[src/rtl/sseg_scan_capture.sv]
// Receive-side monitor for a 4-digit multiplexed active-low 7-segment bus.
// Samples each digit once settled, decodes glyphs to nibbles, emits whole frames.
module sseg_scan_capture #(
  parameter int unsigned SETTLE_CYCLES  = 4,
  parameter int unsigned TIMEOUT_CYCLES = 1048576
) (
  input  logic        clk,
  input  logic        reset,
  input  logic [3:0]  an,
  input  logic [6:0]  sseg,
  input  logic        dp,
  output logic [15:0] frame_value,
  output logic [3:0]  frame_dp,
  output logic [3:0]  seg_err,
  output logic        frame_valid,
  output logic        frame_changed,
  output logic        an_err,
  output logic        stale
);

  localparam int unsigned ToW = $clog2(TIMEOUT_CYCLES + 1);

  typedef enum logic [0:0] {StIdle, StCollect} state_e;

  state_e         state_q, state_d;
  logic [11:0]    bus_q, bus_prev_q;
  logic [7:0]     settle_q, settle_d;
  logic [ToW-1:0] to_q, to_d;
  logic [3:0]     mask_q, mask_d;
  logic [15:0]    slot_val_q, slot_val_d;
  logic [3:0]     slot_dp_q, slot_dp_d, slot_err_q, slot_err_d;
  logic [15:0]    frame_value_q, frame_value_d;
  logic [3:0]     frame_dp_q, frame_dp_d, seg_err_q, seg_err_d;
  logic           frame_valid_q, frame_valid_d, frame_changed_q, frame_changed_d;
  logic           an_err_q, an_err_d, stale_q, stale_d;

  logic       changed, strobe, blank, onehot, valid;
  logic [3:0] an_s;
  logic [4:0] dec;

  // Returns {err, nibble}; unknown glyphs decode to 0 with err set.
  function automatic logic [4:0] seg_decode(input logic [6:0] s);
    case (s)
      7'b1000000: seg_decode = 5'h00;
      7'b1111001: seg_decode = 5'h01;
      7'b0100100: seg_decode = 5'h02;
      7'b0110000: seg_decode = 5'h03;
      7'b0011001: seg_decode = 5'h04;
      7'b0010010: seg_decode = 5'h05;
      7'b0000010: seg_decode = 5'h06;
      7'b1111000: seg_decode = 5'h07;
      7'b0000000: seg_decode = 5'h08;
      7'b0010000: seg_decode = 5'h09;
      7'b0001000: seg_decode = 5'h0a;
      7'b0000011: seg_decode = 5'h0b;
      7'b1000110: seg_decode = 5'h0c;
      7'b0100001: seg_decode = 5'h0d;
      7'b0000110: seg_decode = 5'h0e;
      7'b0001110: seg_decode = 5'h0f;
      default:    seg_decode = 5'h10;
    endcase
  endfunction

  always_comb begin
    // The strobe cycle sees the new bus in bus_q, so classify the settled copy.
    an_s    = bus_prev_q[11:8];
    dec     = seg_decode(bus_prev_q[7:1]);
    changed = (bus_q != bus_prev_q);
    strobe  = (settle_q == 8'(SETTLE_CYCLES - 1));
    blank   = (an_s == 4'b1111);
    onehot  = (an_s == 4'b1110) || (an_s == 4'b1101) || (an_s == 4'b1011) ||
              (an_s == 4'b0111);
    valid   = strobe && onehot;
  end

  always_comb begin
    state_d         = state_q;
    to_d            = to_q;
    mask_d          = mask_q;
    slot_val_d      = slot_val_q;
    slot_dp_d       = slot_dp_q;
    slot_err_d      = slot_err_q;
    frame_value_d   = frame_value_q;
    frame_dp_d      = frame_dp_q;
    seg_err_d       = seg_err_q;
    frame_valid_d   = 1'b0;
    frame_changed_d = 1'b0;
    stale_d         = 1'b0;
    an_err_d        = strobe && !blank && !onehot;

    if (changed) begin
      settle_d = '0;
    end else if (settle_q == 8'(SETTLE_CYCLES)) begin
      settle_d = settle_q;
    end else begin
      settle_d = settle_q + 8'd1;
    end

    if (valid) begin
      mask_d = mask_q | ~an_s;
      for (int i = 0; i < 4; i++) begin
        if (!an_s[i]) begin
          slot_val_d[i*4 +: 4] = dec[3:0];
          slot_dp_d[i]         = ~bus_prev_q[0];
          slot_err_d[i]        = dec[4];
        end
      end
    end

    unique case (state_q)
      StIdle: begin
        to_d = '0;
        if (valid) state_d = StCollect;
      end
      StCollect: begin
        if (mask_q == 4'b1111) begin
          frame_value_d   = slot_val_q;
          frame_dp_d      = slot_dp_q;
          seg_err_d       = slot_err_q;
          frame_valid_d   = 1'b1;
          frame_changed_d = (slot_val_q != frame_value_q);
          // A sample landing on the update cycle opens the next frame.
          mask_d          = valid ? ~an_s : 4'b0000;
          state_d         = valid ? StCollect : StIdle;
          to_d            = '0;
        end else if (valid) begin
          to_d = '0;
        end else if (to_q == ToW'(TIMEOUT_CYCLES - 1)) begin
          mask_d  = 4'b0000;
          stale_d = 1'b1;
          state_d = StIdle;
          to_d    = '0;
        end else begin
          to_d = to_q + ToW'(1);
        end
      end
      default: state_d = StIdle;
    endcase
  end

  always_ff @(posedge clk or negedge reset) begin
    if (!reset) begin
      state_q         <= StIdle;
      bus_q           <= '0;
      bus_prev_q      <= '0;
      settle_q        <= '0;
      to_q            <= '0;
      mask_q          <= '0;
      slot_val_q      <= '0;
      slot_dp_q       <= '0;
      slot_err_q      <= '0;
      frame_value_q   <= '0;
      frame_dp_q      <= '0;
      seg_err_q       <= '0;
      frame_valid_q   <= 1'b0;
      frame_changed_q <= 1'b0;
      an_err_q        <= 1'b0;
      stale_q         <= 1'b0;
    end else begin
      state_q         <= state_d;
      bus_q           <= {an, sseg, dp};
      bus_prev_q      <= bus_q;
      settle_q        <= settle_d;
      to_q            <= to_d;
      mask_q          <= mask_d;
      slot_val_q      <= slot_val_d;
      slot_dp_q       <= slot_dp_d;
      slot_err_q      <= slot_err_d;
      frame_value_q   <= frame_value_d;
      frame_dp_q      <= frame_dp_d;
      seg_err_q       <= seg_err_d;
      frame_valid_q   <= frame_valid_d;
      frame_changed_q <= frame_changed_d;
      an_err_q        <= an_err_d;
      stale_q         <= stale_d;
    end
  end

  assign frame_value   = frame_value_q;
  assign frame_dp      = frame_dp_q;
  assign seg_err       = seg_err_q;
  assign frame_valid   = frame_valid_q;
  assign frame_changed = frame_changed_q;
  assign an_err        = an_err_q;
  assign stale         = stale_q;

endmodule

[config.mk]
export PLATFORM = sky130hd
export DESIGN_NAME = sseg_scan_capture
export DESIGN_NICKNAME = d
export VERILOG_FILES = /design/src/rtl/sseg_scan_capture.sv
export SDC_FILE = /design/constraint.sdc
export NUM_CORES = 1
export LEC_CHECK = 0
export ABC_AREA = 1
export CAP_MARGIN = 5
export CORE_MARGIN = 2
export CORE_UTILIZATION = 45
export CTS_CLUSTER_SIZE = 25
export DETAILED_ROUTE_END_ITERATION = 8
export GPL_ROUTABILITY_DRIVEN = 0
export HOLD_SLACK_MARGIN = 0.08
export PLACE_DENSITY = 0.75
export SYNTH_ARGS = -nofsm -noshare
export SYNTH_HDL_FRONTEND = slang
export SYNTH_SLANG_ARGS = --single-unit
[constraint.sdc]
create_clock -name clk -period 2.5 [get_ports clk]
set_clock_uncertainty 0.05 [all_clocks]
set_input_delay 0.5 -clock clk [delete_from_list [all_inputs] [get_ports clk]]
set_output_delay 0.5 -clock clk [all_outputs]
set_load 0.05 [all_outputs]
==> Flow_metrics.wiki <==
{| class="wikitable"
! Metric !! Value
|-
| Run status || complete, no violations
|-
| Max incr delay on CP || slightly above 0.8 ns
|-
| Post-layout util || a little over half
|-
| Clock root buffer || sky130_fd_sc_hd__clkbuf_16
|-
| Logic gate share of total power || 3.4%
|-
| Switching share of total power || between 20% and 30%
|-
| Sequential share of power || 52.7%
|-
| Number of vias per cell after detailed routing || approximately 5
|-
| Worst hold-check path type || reg2reg
|-
| Number of buffers on the longest clock path || 2
|-
| I/O pin total || 42
|-
| Core box area || roughly 0.011 mm^2
|-
| Gate count of the mapped netlist || a little over 600
|-
| Primary flip-flop cell chosen by synthesis mapping || sky130_fd_sc_hd__dfrtp_1
|-
| Required @ worst endpoint || roughly 2.0 ns
|-
| TNS Setup || 0 ns
|-
| Yosys warning count || 0
|-
| Commonest cells in the synthesized netlist || sky130_fd_sc_hd__nand2_1 (197), sky130_fd_sc_hd__dfrtp_1 (110), sky130_fd_sc_hd__nor2_1 (81)
|-
| Antenna cells || 0
|-
| Worst path top cell family by delay || buffers and inverters
|-
| Total wire length after detailed routing || between 10000 and 15000 um
|-
| Mean instance size in the synthesized netlist || roughly 8.3 um^2
|-
| Post-synthesis to final-layout area growth || 17.3%
|-
| Worst vdd ir || about 400 uV
|-
| Total congestion overflow || 0
|-
| Internal power || ~2700 uW
|-
| Initial core utilization || 45.6%
|-
| Clock tree sinks || 110
|-
| Wire length of the first global-routing pass || between 15000 and 20000 um
|-
| Total leakage power || about 0.0028 uW
|-
| Slew at the pin with the worst max-slew slack || slightly above 0.6 ns
|-
| Number of buffers and inverters on the critical path || 1
|-
| Die Footprint || between 0.01 and 0.015 mm^2
|-
| Number of global-route vias before repair || 3894
|-
| Pin count of the biggest net entering global routing || 65
|-
| Start of the worst register-to-register path || settle_q[0]$_DFFE_PN0P_
|-
| Final hold vios || 0
|-
| Met3 WL post-DR || 511 um
|-
| Top-count cell post-synth || sky130_fd_sc_hd__nand2_1
|-
| Clock tree from TritonCTS || built
|-
| Post-synth cell types || 30
|-
| Power share of the clock group || about 44%
|-
| Critical path's slowest cell || sky130_fd_sc_hd__clkdlybuf4s50_1
|-
| Sequential element share of the synthesized area || between 50 and 60%
|-
| Worst Min Path Start || bus_q[5]$_DFF_PN0_
|-
| Total Nets Final || a little under 700
|-
| Length of routed wiring on met1 || between 4000 and 5000 um
|-
| Worst hold path cell count || 0
|-
| Critical path capture point type || output port
|-
| Synthesized net count || approximately 640
|-
| Setup-violating endpoint count in the final report || 0
|-
| Post-route DRC || 0
|-
| Cell area after technology mapping || 0.00514 mm^2
|-
| Biggest fanout along the worst timing path || 4
|-
| Overall track demand over capacity in global routing || 17.2%
|-
| Detailed placer's ending HPWL || ~7300 um
|-
| Std cell rows || 39
|-
| Flip-flop and latch count after synthesis || 110
|-
| Initial antenna violation count || 0
|-
| Count of maximum capacitance violations || 0
|-
| Top layer used by detailed routing || met4
|-
| Power density over the cells || between 500 and 600 mW/mm^2
|-
| Capture endpoint of the worst hold path || bus_prev_q[5]$_DFF_PN0_
|-
| Number of design-rule violations left by the first detailed-router iteration || roughly 350
|-
| Final worst path period share || a little over four fifths
|-
| Number of filler instances in the final layout || between 900 and 1000
|-
| Via count || approximately 4000
|-
| Normalized max-slew margin || 58.8%
|-
| Max H-tree Level || 3
|-
| Post-synth ARST share || 100%
|-
| Share of post-route cells with drive strength above 1 || between 7 and 8%
|-
| ANT nets after route || 0
|-
| Routed wl met2 || roughly 4800 um
|-
| Final number of max-transition violations || 0
|-
| Cell accounting for the most synthesized area || sky130_fd_sc_hd__dfrtp_1
|-
| FMAX || 472 MHz
|-
| Worst r2r dst || slot_err_q[1]$_DFFE_PN0P_
|-
| Die X || roughly 110 um
|-
| Synth top area share || 53.5%
|-
| Min cycle time layout || between 2 and 2.5 ns
|-
| Skew-Pair Late Insertion Delay || 0.35 ns
|-
| Number of port buffers || a little over 40
|-
| Detailed Routing Iterations Pass 1 || 5
|-
| Worst r2r path cells || 7
|-
| WL/cell || roughly 13 um
|-
| Number of buffers created by CTS || 9
|-
| Power dissipated by switching net loads || around 740 uW
|-
| Register clock-pin slew on the reported worst setup and hold paths || roughly 0.070 ns
|-
| Dominant cells by area after synthesis || sky130_fd_sc_hd__dfrtp_1 (54%), sky130_fd_sc_hd__nand2_1 (14%), sky130_fd_sc_hd__nor2_1 (5.9%)
|-
| Minimum setup slack among reg-to-reg paths || around 0.7 ns
|-
| Crit path kind || reg2out
|-
| Y dimension of the die || 111 um
|-
| RSZ-0062 raised after global routing || false
|-
| Worst-path cell chain || clkdlybuf4s50_1
|-
| Startpoint type of the worst setup path || flip-flop
|-
| Data arrival, critical path || about 1.6 ns
|-
| EDFF count, synth || 0
|}
-- power by group through the flow --
stage	combinational [uW]	clock [uW]	sequential [uW]
after floorplan	50.6	0	1850
after global placement	117	0	1850
after detailed placement	120	0	1850
after CTS	122	1530	1820
after global routing	136	1600	1820
final	119	1510	1820
-- metal layers --
metal,up-vias,track usage (%)
met5,-,0
met4,0,8.00
met3,19,2.79
met2,120,28.7
li1,2015,-
met1,1886,22.1
-- logic make-up after synthesis --
| family | after synthesis | share of synthesized area, % |
|---|---|---|
| adders and majority gates | 3 | 0.730 |
| DFF | 110 | 53.5 |
| xor gates and xnor gates | 32 | 5.45 |
| and+or+nand+nor | 369 | 31.3 |
| buffers and inverters | 70 | 5.55 |
| AOI/OAI and AO/OA | 34 | 3.43 |
-- per-stage QoR --
stage | hold WS, ns | worst slack, ns | cell area (um^2) | power, uW | std cells
final | 0.344 | 0.382 | 6030 | 3450 | 811
after global routing | 0.352 | 0.342 | 6030 | 3560 | 811
after CTS | 0.348 | 0.380 | 6030 | 3470 | 811
after detailed placement | 0.333 | 0.760 | 5710 | 1970 | 795
after global placement | 0.325 | 0.789 | 5710 | 1970 | 795
after floorplan | 0.154 | 1.00 | 5140 | 1900 | 618
-- registers in the layout (all words and copies together) (netlist names) --
register and count:
frame_value 16, state_q 1, frame_dp 4, bus_q 12, slot_val_q 16, to_q 21, seg_err 4, bus_prev_q 12
settle_q 8, slot_err_q 4, an_err 1, mask_q 4, stale 1, frame_changed 1, slot_dp_q 4, frame_valid 1
-- timing repair --
| item | in CTS | in global routing |
|---|---|---|
| resized for setup | 0 | 0 |
| hold buffers | 1 | 0 |
| buffers inserted | 0 | 0 |
| hold endpoints to repair | 21 | 0 |
-- cell usage in the layout (no fill, tap or decap), drive strengths merged, types with 5 or more instances in the layout --
| cell | instances |
|---|---|
| nand2 | 200 |
| dfrtp | 110 |
| nor2 | 95 |
| inv | 59 |
| nand3 | 41 |
| clkdlybuf4s50 | 40 |
| o21ai | 31 |
| xor2 | 21 |
| xnor2 | 11 |
| nand4 | 11 |
| or2 | 9 |
| clkbuf | 9 |
| nor3 | 8 |
| buf | 5 |
-- final cells by class --
class | instances | area, um^2 | area share, %
clock buffer | 9 | 225 | 3.74
clock inverter | 6 | 86.3 | 1.43
inverter | 59 | 221 | 3.67
multi-input combinational | 438 | 2100 | 34.9
sequential | 110 | 2750 | 45.7
tap | 143 | 179 | 2.97
timing repair buffer | 46 | 460 | 7.64
-- worst max-delay path by stage --
stage | from | end | cells after the start
after floorplan | settle_q[0]$_DFFE_PN0P_ | mask_q[0]$_DFF_PN0_ | 7
after global placement | frame_value[1]$_DFFE_PN0P_ | frame_value[1] | 1
after detailed placement | frame_value[4]$_DFFE_PN0P_ | frame_value[4] | 1
after CTS | frame_value[14]$_DFFE_PN0P_ | frame_value[14] | 1
after global routing | frame_value[13]$_DFFE_PN0P_ | frame_value[13] | 1
final | frame_value[14]$_DFFE_PN0P_ | frame_value[14] | 1
Note: power is estimated with default switching activity, not from simulation.
==> variant 1, RTL diff (same flow settings) <==
`to_q`, `slot_val_q` and `frame_value_q` no longer have a reset.
--- a/src/rtl/sseg_scan_capture.sv
+++ b/src/rtl/sseg_scan_capture.sv
@@ -145,10 +145,7 @@
       bus_prev_q      <= '0;
       settle_q        <= '0;
-      to_q            <= '0;
       mask_q          <= '0;
-      slot_val_q      <= '0;
       slot_dp_q       <= '0;
       slot_err_q      <= '0;
-      frame_value_q   <= '0;
       frame_dp_q      <= '0;
       seg_err_q       <= '0;
@@ -162,10 +159,7 @@
       bus_prev_q      <= bus_q;
       settle_q        <= settle_d;
-      to_q            <= to_d;
       mask_q          <= mask_d;
-      slot_val_q      <= slot_val_d;
       slot_dp_q       <= slot_dp_d;
       slot_err_q      <= slot_err_d;
-      frame_value_q   <= frame_value_d;
       frame_dp_q      <= frame_dp_d;
       seg_err_q       <= seg_err_d;
@@ -175,4 +169,10 @@
       stale_q         <= stale_d;
     end
+  end
+
+  always_ff @(posedge clk) begin
+    to_q          <= to_d;
+    slot_val_q    <= slot_val_d;
+    frame_value_q <= frame_value_d;
   end
 
Formal check against the unedited RTL: same outputs for any inputs over 10 cycles, from zero or initial values and one cycle with reset low; that may be too few to reach the edited logic, so the function may still have changed.
==> variant 1 against the unedited design <==
Worst setup slack got worse by 0.0050 ns. Synthesized cell count fell by 21%. Power fell by 12%. Final cell count shrank 16%. First-iteration DRC count down 63%. Fmax shrank 0.24%. Largest power group unchanged. Critical path type unchanged. Non-clock buffer count decreased by 3. Global-route usage down 1.0 points. Highest routed layer unchanged. Synthesized area is 8.2% lower. Utilization is essentially flat. Critical path depth unchanged. Sequential cell count unchanged. Cell area down 8.8%. Wire length down 18%.
==> variant 1: results (changes against the unedited design) <==
- Netlist cell types: 32 (+6.7%)
- First-pass DRT Iterations: 4 (-1)
- Fin cells: 679 (-16%)
- Fillers: 918 (-6.8%)
- First-pass GRT wire length: 14500 um (-17%)
- Clock root cell: clkbuf_8
- Initial antenna violation count: 0 (unchanged)
- Setup bufs post-CTS: 0 (unchanged)
- Place WS: 0.594 ns (-0.167 ns)
- Clock Latency Late Sink: 0.37 ns (+0.02 ns)
- DR vias/cell: 4.77 (-4.3%)
- H-tree depth: 3 (unchanged)
- Ys Warns: 0 (unchanged)
- Net Sw Power: 0.673 mW (-8.6%)
- Vias in the first global route: 3250 (-17%)
- GR Overflow Total: 0 (unchanged)
- Storage cell area: 0.00281 mm^2 (+2.0%)
- Dpl hpwl: 6310 um (-13%)
- Total GRT Usage: 0.162 (-0.0103)
- Commonest cells in the synthesized netlist: nand2_1, nor2_1, dfrtp_1
- Setup TNS: 0 ns (unchanged)
- Reg-to-reg slack, setup: 0.60 ns (-0.10 ns)
- CP Max Fanout: 2 (-2)
- Mapped Cells: 486 (-21%)
- Clock transition at path regs: 0.10 ns (+0.03 ns)
- Wire length on met2: 4080 um (-16%)
- Worst IR Drop VDD: 335 uV (-15%)
- Critical Path RT: 1.95 ns (about the same)
- Ant. Diodes: 0 (unchanged)
- Area contributors post-synth: dfrtp_1, edfxtp_1, nand2_1, dfxtp_1, nor2_1
- Largest net degree at the start of global routing: 33 (-49%)
- P_leak: 2.25 nW (-21%)
- Number of synthesized flops with an enable pin: 32 (+32)
- Ys async rst share: 0.518 (-0.482)
- Syn nets: 503 (-21%)
- Worst hold slack: 0.0786 ns (-0.265 ns)
- Fin nets: 555 (-19%)
- Reg2reg end: slot_val_q[9]
- Metal3 WL: 329 um (-36%)
- Worst r2r src: settle_q[0]
- Area post-placement: 0.00530 mm^2 (-7.1%)
- Uppermost layer routed: met4
- Max incr delay on CP: between 0.8 and 0.9 ns
- Status: finished, final reports clean
- WL/cell: 12.3 um (-2.4%)
- HP Class: in2async
- Dpl cells: 663 (-17%)
- Post-cts gate resize count: 0 (unchanged)
- Sequential area share after synthesis: 0.595 (+0.0593)
- Share of layout cells above drive strength 1: 0.0866 (+0.00871)
- Met1 wire length: 3820 um (-18%)
- Slew margin rel.: 0.582 (-0.00572)
- DRT iter0 DRCs: 129 (-63%)
- R2R depth: 5 (-2)
- Critical Path Slowest Stage Cell: clkdlybuf4s50_1
variant 1: cell count changes after synthesis, sizes merged, moves of 17 or more:
cell,change
dfrtp,-53
dfxtp,+21
edfxtp,+32
inv,-17
nand2,-81
o21ai,-21
xnor2,+17
variant 1: worst max path at each step:
stage,start,endpoint,slack [ns],cells past startpoint
4_1_cts,frame_value[14],frame_value[14],0.36,1
2_1_floorplan,settle_q[0],slot_val_q[4],0.83,5
3_5_place_dp,settle_q[0],slot_val_q[11],0.59,5
5_1_grt,frame_value[4],frame_value[4],0.31,1
3_3_place_gp,settle_q[0],slot_val_q[11],0.69,5
6_report,frame_value[3],frame_value[3],0.38,1
variant 1: layout make-up:
type                            count  area share
Clock inverter                      6      0.0123
Multi-Input combinational cell    332       0.315
Sequential cell                   110       0.511
Inverter                           42      0.0287
Clock buffer                       10      0.0232
Tap cell                          136      0.0310
Timing Repair Buffer               43      0.0788
variant 1: power groups by stage:
stage	clock network, mW	logic [mW]	registers [mW]
6_report	1.07	0.101	1.88
5_1_grt	1.17	0.115	1.89
4_1_cts	1.09	0.103	1.88
3_5_place_dp	0	0.103	1.92
3_3_place_gp	0	0.0999	1.92
2_1_floorplan	0	0.0505	1.91
variant 1: cells by family (layout without fill, tap and decap cells):
kind of cell / count (synthesis) / count (layout) / share of synthesized area
and+or+nand+nor: 267 / 267 / 0.259
DFF: 110 / 110 / 0.595
AOI/OAI and AO/OA: 20 / 20 / 0.0225
xor gates and xnor gates: 42 / 42 / 0.0779
buffers and inverters: 44 / 101 / 0.0384
adders and majority gates: 3 / 3 / 0.00795
variant 1: metal layers:
layer	up-vias	GRT usage
met5	-	0
met4	0	0.0575
met3	7	0.0362
met2	68	0.283
met1	1505	0.196
li1	1657	-
==> variant 2, RTL diff (config.mk and constraints unchanged) <==
Without the edit above. `TIMEOUT_CYCLES`: 1048576 -> 524288.
--- a/src/rtl/sseg_scan_capture.sv
+++ b/src/rtl/sseg_scan_capture.sv
@@ -3,5 +3,5 @@
 module sseg_scan_capture #(
   parameter int unsigned SETTLE_CYCLES  = 4,
-  parameter int unsigned TIMEOUT_CYCLES = 1048576
+  parameter int unsigned TIMEOUT_CYCLES = 524288
 ) (
   input  logic        clk,
Check against the original RTL: no difference found for any inputs over 10 cycles, from zero or initial values and one cycle with reset low; that may be too few to reach the edited logic, so the function may still have changed.
==> variant 2 against the unedited design <==
Synthesized area fell by 3.2%. Worst setup slack got worse by 0.036 ns. Power fell by 11%. Global-route usage rose by 0.23 points. Count of clock-buffer cells in the layout rose by 2. Sequential share of layout area rose by 1.4 points. Cell area fell by 3.9%. Wire length fell by 8.6%. Sequential cell count fell by 1. Critical endpoint is now frame_value[9]. Largest cell class unchanged. Highest routed layer unchanged.
==> variant 2: results (changes against the unedited design) <==
- Status: finished, final reports clean
- Largest delay contributor family on the critical path: buffers and inverters
- Fillers: 955 (-3.0%)
- Vias: 3738 (-7.5%)
- Worst r2r src: to_q[0]
- Switching share of power: 0.220 (+0.00660)
- Max incr delay on CP: 0.82 ns (about the same)
- Largest net degree at the start of global routing: 44 (-32%)
- Share of layout cells above drive strength 1: 0.112 (+0.0338)
- Max reg flops: 20 (-4.8%)
- First-pass GRT wire length: 16100 um (-7.4%)
- Reg2reg end: to_q[19]
- HP Class: reg2reg
- First-pass DRT Iterations: 4 (-1)
- Ys async rst share: 1.00 (unchanged)
- Hold Path Depth: 0 (unchanged)
- R2R depth: 10 (+3)
- Reg-to-reg slack, setup: 0.72 ns (+0.02 ns)
- WL final: 9330 um (-8.6%)
- Port buffer count: 41 (unchanged)
- Dpl hpwl: 6980 um (-4.2%)
- Total GRT Usage: 0.174 (+0.00232)
- Initial antenna violation count: 0 (unchanged)
- Critical Path Slowest Stage Cell: clkdlybuf4s50_1
- Slew margin rel.: 0.660 (+0.0723)
- Netlist cell types: 33 (+10%)
- Clk buf depth: 2 (unchanged)
- TritonCTS buffer count: 9 (unchanged)
- Commonest cells in the synthesized netlist: nand2_1, dfrtp_1, inv_1
- Place WS: 0.742 ns (-0.0184 ns)
- Area contributors post-synth: dfrtp_1, nand2_1, inv_1, nor2_1, xnor2_1
- Worst hold slack: 0.352 ns (+0.00833 ns)
- Ant. Diodes: 0 (unchanged)
- Vias in the first global route: 3602 (-7.5%)
- Sequential area share after synthesis: 0.548 (+0.0129)
- H-tree depth: 3 (unchanged)
- Worst hold endpoint: bus_prev_q[7]
- Util after Layout: 0.537 (+0.00196)
- DRT iter0 DRCs: 200 (-43%)
- Syn nets: 580 (-8.7%)
- Worst IR Drop VDD: 246 uV (-38%)
- Clock Latency Late Sink: 0.37 ns (+0.02 ns)
- Worst hold start: bus_q[7]
- CP Max Fanout: 3 (-1)
- Ys Warns: 0 (unchanged)
- Fin nets: 630 (-7.5%)
- Clock transition at path regs: 0.10 ns (+0.03 ns)
- Largest Register: to_q
- Post-cts gate resize count: 0 (unchanged)
- Clock root cell: clkbuf_8
- P_leak: 2.63 nW (-7.3%)
-- variant 2: cell types whose count changed after synthesis, sizes merged, moves of 2 or more --
| cell | delta |
|---|---|
| a21oi | +9 |
| xnor2 | +8 |
| nand4 | +2 |
| xor2 | -10 |
| inv | +3 |
| nand3 | -9 |
| nand2 | -36 |
| buf | -3 |
| nor2 | -24 |
| nor3 | +5 |
-- variant 2: power by group through the flow --
stage / registers [mW] / clock network [mW] / logic [mW]
after global placement: 1.84 / 0 / 0.120
after floorplan: 1.83 / 0 / 0.0564
final: 1.80 / 1.15 / 0.123
after global routing: 1.81 / 1.24 / 0.140
after detailed placement: 1.84 / 0 / 0.125
after CTS: 1.80 / 1.16 / 0.126
-- variant 2: cells by family (layout without fill, tap and decap cells) --
| family | after synthesis | after routing | share of synthesized area |
|---|---|---|---|
| and+or+nand+nor | 307 | 307 | 0.287 |
| DFF | 109 | 109 | 0.548 |
| buffers and inverters | 69 | 124 | 0.0541 |
| AOI/OAI and AO/OA | 45 | 45 | 0.0500 |
| xor gates and xnor gates | 30 | 30 | 0.0528 |
| adders and majority gates | 3 | 3 | 0.00754 |
-- variant 2: how the worst max path moves through the flow --
stage | startpoint | endpoint | slack, ns | depth (start not counted)
floorplan | settle_q[0] | to_q[3] | 1.0 | 7
global placement | frame_value[2] | frame_value[2] | 0.79 | 1
detailed placement | to_q[0] | to_q[19] | 0.74 | 10
CTS | frame_value[9] | frame_value[9] | 0.34 | 1
global route | frame_value[0] | frame_value[0] | 0.28 | 1
finish | frame_value[9] | frame_value[9] | 0.35 | 1
-- variant 2: metrics by stage --
| step | area, um^2 | instances |
|---|---|---|
| after floorplan | 4980 | 563 |
| after global placement | 5570 | 741 |
| after detailed placement | 5570 | 741 |
| after CTS | 5790 | 758 |
| after global routing | 5790 | 758 |
| final | 5790 | 758 |
-- variant 2: final cells by class --
type,count,area share
well taps,140,0.0302
repair buffers,47,0.0808
inverters,61,0.0395
flip-flops and latches,109,0.471
multi-input cells,385,0.342
clock inverters,5,0.0145
clock buffers,11,0.0227
-- variant 2: worst reg2reg max path: stages (launching register included) --
cell and delay (ns):
dfrtp_1 0.40, ha_1 0.20, nand2_1 0.06, inv_1 0.16, nand2_2 0.10, nor2_2 0.15, nand4_2 0.16, nand2_4 0.24
inv_1 0.07, nand2_1 0.06, nor2_1 0.04
-- variant 2: per-layer routing --
metal / vias up / global-route usage / share of wire
li1: 1891 / - / -
met5: - / 0 / 0
met4: 0 / 0.0769 / 0.023
met3: 19 / 0.0317 / 0.036
met2: 80 / 0.297 / 0.49
met1: 1748 / 0.217 / 0.46
-- variant 2: repair_timing --
item,4_1_cts,5_1_grt
endpoints found under the hold margin,23,0
hold buffers,1,0
endpoints found under the setup margin,0,0
setup buffers,0,0
